$ cat src/rtl/release_sequencer_if.sv
// Bundle between release_sequencer and its lanes/upstream/downstream.
// slave is the sequencer side; master is the lane/driver side.
interface release_sequencer_if #(
   parameter int NUM_LANES = 4
);
   logic                 i_start;
   logic [NUM_LANES-1:0] i_lane_present;
   logic [NUM_LANES-1:0] i_lane_joined;
   logic [NUM_LANES-1:0] i_lane_last;
   logic                 i_out_ready;
   logic [31:0]          o_next;
   logic [NUM_LANES-1:0] o_release;
   logic [31:0]          o_window_limit;
   logic [31:0]          o_released_cnt;
   logic                 o_done;
   logic                 o_stall_err;
   logic                 o_dup_err;

   modport master (
      output i_start,
      output i_lane_present,
      output i_lane_joined,
      output i_lane_last,
      output i_out_ready,
      input  o_next,
      input  o_release,
      input  o_window_limit,
      input  o_released_cnt,
      input  o_done,
      input  o_stall_err,
      input  o_dup_err
   );

   modport slave (
      input  i_start,
      input  i_lane_present,
      input  i_lane_joined,
      input  i_lane_last,
      input  i_out_ready,
      output o_next,
      output o_release,
      output o_window_limit,
      output o_released_cnt,
      output o_done,
      output o_stall_err,
      output o_dup_err
   );
endinterface

$ cat src/rtl/release_sequencer.sv
// Central in-order release controller for store-and-release lanes.
// Owns the serial counter and issues one-hot single-cycle release pulses.
module release_sequencer #(
   parameter int NUM_LANES   = 4,
   parameter int MAX_NUM     = 2,
   parameter int STALL_LIMIT = 1024
) (
   input logic               clk,
   input logic               resetn,
   release_sequencer_if.slave bus
);

   typedef enum logic [1:0] {
      S_IDLE,
      S_RUN,
      S_BUBBLE,
      S_DONE
   } state_t;

   localparam logic [NUM_LANES-1:0] LANE_ONE =
      {{(NUM_LANES-1){1'b0}}, 1'b1};
   localparam logic [31:0] STALL_MAX = 32'(STALL_LIMIT);
   localparam logic [31:0] WIN       = 32'(MAX_NUM);

   state_t      r_state;
   logic [31:0] r_next;
   logic [31:0] r_cnt;
   logic [31:0] r_stall_cnt;
   logic        r_stall_err;
   logic        r_dup_err;

   state_t               w_state_nxt;
   logic [31:0]          w_next_nxt;
   logic [31:0]          w_cnt_nxt;
   logic [31:0]          w_stall_cnt_nxt;
   logic                 w_stall_err_nxt;
   logic                 w_dup_err_nxt;
   logic [NUM_LANES-1:0] w_release;

   logic [NUM_LANES-1:0] w_present;
   logic [NUM_LANES-1:0] w_sel;
   logic                 w_hit;
   logic                 w_multi;
   logic                 w_sel_joined;
   logic                 w_all_last;

   assign w_present    = bus.i_lane_present;
   assign w_hit        = |w_present;
   // isolate the lowest set bit: x & -x
   assign w_sel        = w_present & (~w_present + LANE_ONE);
   assign w_multi      = |(w_present & (w_present - LANE_ONE));
   assign w_sel_joined = |(w_sel & bus.i_lane_joined);
   assign w_all_last   = &bus.i_lane_last;

   always_ff @(posedge clk) begin
      if (!resetn) begin
         r_state     <= S_IDLE;
         r_next      <= '0;
         r_cnt       <= '0;
         r_stall_cnt <= '0;
         r_stall_err <= 1'b0;
         r_dup_err   <= 1'b0;
      end else begin
         r_state     <= w_state_nxt;
         r_next      <= w_next_nxt;
         r_cnt       <= w_cnt_nxt;
         r_stall_cnt <= w_stall_cnt_nxt;
         r_stall_err <= w_stall_err_nxt;
         r_dup_err   <= w_dup_err_nxt;
      end
   end

   always_comb begin
      w_state_nxt     = r_state;
      w_next_nxt      = r_next;
      w_cnt_nxt       = r_cnt;
      w_stall_cnt_nxt = r_stall_cnt;
      w_stall_err_nxt = r_stall_err;
      w_dup_err_nxt   = r_dup_err;
      w_release       = '0;
      unique case (r_state)
         S_IDLE, S_DONE: begin
            if (bus.i_start) begin
               w_state_nxt     = S_RUN;
               w_next_nxt      = '0;
               w_cnt_nxt       = '0;
               w_stall_cnt_nxt = '0;
               w_stall_err_nxt = 1'b0;
               w_dup_err_nxt   = 1'b0;
            end
         end
         S_RUN: begin
            if (w_multi) begin
               w_dup_err_nxt = 1'b1;
            end
            if (w_hit) begin
               // a dropped (non-joined) tuple needs no downstream slot
               if (!w_sel_joined || bus.i_out_ready) begin
                  w_release       = w_sel;
                  w_next_nxt      = r_next + 32'd1;
                  w_stall_cnt_nxt = '0;
                  w_state_nxt     = S_BUBBLE;
                  if (w_sel_joined) begin
                     w_cnt_nxt = r_cnt + 32'd1;
                  end
               end
            end else if (w_all_last) begin
               w_state_nxt = S_DONE;
            end else begin
               if (r_stall_cnt < STALL_MAX) begin
                  w_stall_cnt_nxt = r_stall_cnt + 32'd1;
               end
               if (r_stall_cnt + 32'd1 >= STALL_MAX) begin
                  w_stall_err_nxt = 1'b1;
               end
            end
         end
         S_BUBBLE: begin
            w_state_nxt = S_RUN;
         end
         default: begin
            w_state_nxt = S_IDLE;
         end
      endcase
      if (!resetn) begin
         w_release = '0;
      end
   end

   assign bus.o_next         = r_next;
   assign bus.o_release      = w_release;
   assign bus.o_window_limit = r_next + WIN;
   assign bus.o_released_cnt = r_cnt;
   assign bus.o_done         = (r_state == S_DONE);
   assign bus.o_stall_err    = r_stall_err;
   assign bus.o_dup_err      = r_dup_err;

endmodule

$ cat src/flat_wrapper.sv
// flat-port wrapper written by rule: the top's interface ports become plain ports
module release_sequencer_flat 
#(
   parameter int NUM_LANES   = 4,
   parameter int MAX_NUM     = 2,
   parameter int STALL_LIMIT = 1024
)
  (clk, resetn, bus_i_start, bus_i_lane_present, bus_i_lane_joined, bus_i_lane_last, bus_i_out_ready, bus_o_next, bus_o_release, bus_o_window_limit, bus_o_released_cnt, bus_o_done, bus_o_stall_err, bus_o_dup_err);
  release_sequencer_if #(.NUM_LANES(NUM_LANES)) bus_i ();
  input logic clk;
  input logic resetn;
  input wire logic [$bits(bus_i.i_start)-1:0] bus_i_start;
  input wire logic [$bits(bus_i.i_lane_present)-1:0] bus_i_lane_present;
  input wire logic [$bits(bus_i.i_lane_joined)-1:0] bus_i_lane_joined;
  input wire logic [$bits(bus_i.i_lane_last)-1:0] bus_i_lane_last;
  input wire logic [$bits(bus_i.i_out_ready)-1:0] bus_i_out_ready;
  output wire logic [$bits(bus_i.o_next)-1:0] bus_o_next;
  output wire logic [$bits(bus_i.o_release)-1:0] bus_o_release;
  output wire logic [$bits(bus_i.o_window_limit)-1:0] bus_o_window_limit;
  output wire logic [$bits(bus_i.o_released_cnt)-1:0] bus_o_released_cnt;
  output wire logic [$bits(bus_i.o_done)-1:0] bus_o_done;
  output wire logic [$bits(bus_i.o_stall_err)-1:0] bus_o_stall_err;
  output wire logic [$bits(bus_i.o_dup_err)-1:0] bus_o_dup_err;
  assign bus_i.i_start = bus_i_start;
  assign bus_i.i_lane_present = bus_i_lane_present;
  assign bus_i.i_lane_joined = bus_i_lane_joined;
  assign bus_i.i_lane_last = bus_i_lane_last;
  assign bus_i.i_out_ready = bus_i_out_ready;
  assign bus_o_next = bus_i.o_next;
  assign bus_o_release = bus_i.o_release;
  assign bus_o_window_limit = bus_i.o_window_limit;
  assign bus_o_released_cnt = bus_i.o_released_cnt;
  assign bus_o_done = bus_i.o_done;
  assign bus_o_stall_err = bus_i.o_stall_err;
  assign bus_o_dup_err = bus_i.o_dup_err;
  release_sequencer #(.NUM_LANES(NUM_LANES), .MAX_NUM(MAX_NUM), .STALL_LIMIT(STALL_LIMIT)) u_core (.clk(clk), .resetn(resetn), .bus(bus_i));
endmodule
$ cat config.mk
export PLATFORM = sky130hd
export DESIGN_NAME = release_sequencer_flat
export DESIGN_NICKNAME = d
export VERILOG_FILES = /design/src/rtl/release_sequencer_if.sv /design/src/rtl/release_sequencer.sv /design/src/flat_wrapper.sv
export SDC_FILE = /design/constraint.sdc
export NUM_CORES = 1
export LEC_CHECK = 0
export BUFFER_PORTS_ARGS = -buffer_cell sky130_fd_sc_hd__buf_2
export CAP_MARGIN = 20
export CORE_ASPECT_RATIO = 0.75
export CORE_MARGIN = 4
export CORE_UTILIZATION = 50
export CTS_BUF_LIST = sky130_fd_sc_hd__clkbuf_8
export DETAILED_ROUTE_END_ITERATION = 10
export GPL_TIMING_DRIVEN = 0
export PLACE_DENSITY = 0.74
export SLEW_MARGIN = 15
export SYNTH_ARGS = -nofsm -noshare
export SYNTH_HDL_FRONTEND = slang
export SYNTH_SLANG_ARGS = --single-unit
export TNS_END_PERCENT = 20
$ cat constraint.sdc
create_clock -name clk -period 4.37 [get_ports clk]
set_input_delay 0.437 -clock clk [delete_from_list [all_inputs] [get_ports clk]]
set_output_delay 0.437 -clock clk [all_outputs]
set_load 0.05 [all_outputs]
==> results.json <==
{
  "skew_ns": 0.00946,
  "clk_pin_slew_ns": 0.10,
  "antenna_found_initial": 0,
  "nets": 841,
  "p_per_area_mw_per_mm2": 293,
  "ir_drop_uv": 162,
  "finalCritPeriodShare_pct": 75.2,
  "crit_path_top_delay_cell": "or3_1",
  "yosys.area.top_type": "dfxtp_1",
  "portBuffers": 116,
  "dpl.hpwl_microns": 11500,
  "start_kind": "flip-flop",
  "cp_cell_sequence": "buf_2 > and4_1 > clkbuf_1 > and3_1 > nand2_1 > or3_1 > nor3_1 > xor2_1 > buf_2",
  "synth_edf_count": 0,
  "die_y_microns": 99.5,
  "fin_util_pct": 60.1,
  "gp_congestion": 0.961,
  "drive_above_1_share_pct": 18.2,
  "grt_pass1_vias": 5090,
  "hold_start": "u_core.bus.o_dup_err$_SDFFE_PN0P_",
  "worstHoldPathType": "flip-flop to flip-flop",
  "seq_area_frac_synth_pct": 35.8,
  "fillers": 985,
  "worst_ep_arrival_time_ns": 2.85,
  "rows": 33,
  "end_kind": "output pin",
  "syn_inst": 690,
  "slowest_delay_ns": 0.47,
  "ys_ff_latch": 100,
  "clkLatencyLatePin_ns": 0.37,
  "ys_types": 57,
  "grt_pass1_wl_microns": 25000,
  "yosysMostFrequentCell": "dfxtp_1",
  "critPathMaxFanout": 7,
  "cts_resized": 0,
  "area_growth_pct": 17.6,
  "first_iter_violations": 569,
  "cts_htree_levels": 3,
  "ctsHoldBuffers": 0,
  "grt_max_degree": 17,
  "io_pins": 119,
  "status": "finished, final reports clean",
  "cellLeakagePower_nw": 2.72,
  "final_cells": 963,
  "start_util_pct": 51.1,
  "max_freq_mhz": 304,
  "maxSlewHeadroom_pct": 29.7,
  "setup_viol": 0,
  "dpl.cell_count": 946,
  "final_antenna_net_count": 0,
  "post-route-drc-count": 0,
  "power_mw": 1.92,
  "die-width_microns": 130,
  "cts_buffers": 9,
  "num_vias": 5734,
  "tightest_slew_ns": 1.04,
  "drt_pass1_iterations": 5,
  "critical_path_required_ns": 3.93,
  "setup_total_negative_slack_ns": 0,
  "cts_max_path_buffers": 2,
  "n_antenna_cell": 0,
  "synth.area.top_cells": "dfxtp_1 (36%), xor2_1 (6.7%), xnor2_1 (5.5%)",
  "grt_setup_unrepaired": "no",
  "netlist_area_sq_mm": 0.00559,
  "die_area_sq_mm": 0.0129,
  "cts_tree": "built",
  "slew_viol_final": 0,
  "r2r_start": "u_core.r_state[0]$_SDFFE_PN0P_",
  "path_class": "flip-flop to output pin",
  "synth-async-reset-ratio_pct": 0,
  "drt-wirelength-per-cell_microns": 15.9,
  "synth_top_area_share_pct": 35.8,
  "drv_cap": 0,
  "finalWirelength_microns": 15300,
  "synthesis.nets": 713,
  "crit_start": "u_core.bus.o_next[7]$_SDFFE_PN0P_",
  "clock_sinks": 100,
  "overflow": 0,
  "crit_top_cell": "buf_2",
  "viasPerCell": 5.95,
  "track_usage_pct": 23.3,
  "synth_commonest_cells": "dfxtp_1 (100), nor2_1 (72), nand2_1 (43), xor2_1 (43), and3_1 (41)",
  "ys_warn_count": 0,
  "post_cts_buffers": 0,
  "synth-main-ff-cell": "dfxtp_1",
  "core-area_sq_mm": 0.0109,
  "final-hold-violation-count": 0,
  "synth.avg_cell_area_sq_um": 8.10,
  "clock-root-buffer": "clkbuf_8",
  "min_period_ns": 3.29
}
## logic make-up (layout without fill, tap and decap cells)
| logic type | after synthesis | count (layout) | synth area share (%) |
|---|---|---|---|
| fa+ha+maj | 8 | 8 | 1.75 |
| simple gates | 348 | 348 | 34.2 |
| flops | 100 | 100 | 35.8 |
| buf+inv | 51 | 184 | 3.83 |
| mux | 1 | 1 | 0.202 |
| xor+xnor | 78 | 78 | 12.2 |
| compound gates | 104 | 104 | 12.0 |
## critical path, delay by kind of cell (launching register included)
kind,cells,cell delay [ns]
simple gates,5,1.30
buf+inv,3,0.70
flops,1,0.34
xor+xnor,1,0.16
## through the flow
step | worst slack, ns | hold WS, ns | instance area (sq um)
after CTS | 1.05 | 0.479 | 6570
final | 1.08 | 0.488 | 6570
after floorplan | 0.955 | 0.448 | 5590
after detailed placement | 1.42 | 0.458 | 6340
after global placement | 1.49 | 0.456 | 6340
after global routing | 0.843 | 0.524 | 6570
## metal layers
| layer | wire length [microns] | track usage [%] | part of all wire, % |
|---|---|---|---|
| met2 | 6670 | 34.9 | 44 |
| met1 | 7220 | 34.6 | 47 |
| met4 | 201 | 6.31 | 1.3 |
| met5 | 0 | 0 | 0 |
| met3 | 1200 | 3.70 | 7.9 |
## cells in the final DEF (no fill, tap or decap), types with 4 or more instances in the layout
master and instances:
nor3_1 19, and3_1 41, and4_1 13, nand3b_1 5, o21ai_0 27, nand4b_1 6
dfxtp_1 100, or4_1 7, and2_1 7, o22ai_1 4, a21boi_0 6, xor2_1 43
xnor2_1 35, nor3b_1 4, buf_2 119, clkbuf_1 32, nor2_1 72, a21oi_1 26
nand4_1 38, nor4_1 20, clkbuf_8 10, nand2_1 43, nor2b_1 4, nand3_1 37
o21a_1 5, inv_1 13, a31oi_1 6, or3_1 19, ha_1 7
## power by group
group,switching (mW),internal [mW],total (mW)
Clock,0.329,0.339,0.667
Combinational,0.247,0.0765,0.324
Sequential,0.0111,0.920,0.931
Total,0.587,1.34,1.92
## registers in the layout, summed over array words and instances, names as in the netlist
register,count
u_core.bus.o_next,32
u_core.r_stall_cnt,32
u_core.r_state,2
u_core.bus.o_stall_err,1
u_core.bus.o_released_cnt,32
u_core.bus.o_dup_err,1
## final timing paths
path | to | slack (ns) | cells after the start
max | bus_o_window_limit[26] | 1.08 | 9
min | u_core.bus.o_dup_err$_SDFFE_PN0P_ | 0.49 | 2
max reg2reg | u_core.bus.o_next[4]$_SDFFE_PN0P_ | 1.40 | 9
min reg2reg | u_core.bus.o_dup_err$_SDFFE_PN0P_ | 0.49 | 2
## cell type report
class / count / area (sq um) / area share [%]
multi-input cells: 539 / 3370 / 51.3
flip-flops and latches: 100 / 2000 / 30.5
repair buffers: 117 / 586 / 8.91
well taps: 140 / 175 / 2.67
plain buffers: 39 / 169 / 2.57
clock buffers: 10 / 138 / 2.09
clock inverters: 6 / 86.3 / 1.31
inverters: 12 / 45.0 / 0.685
(Power assumes the default switching activity.)
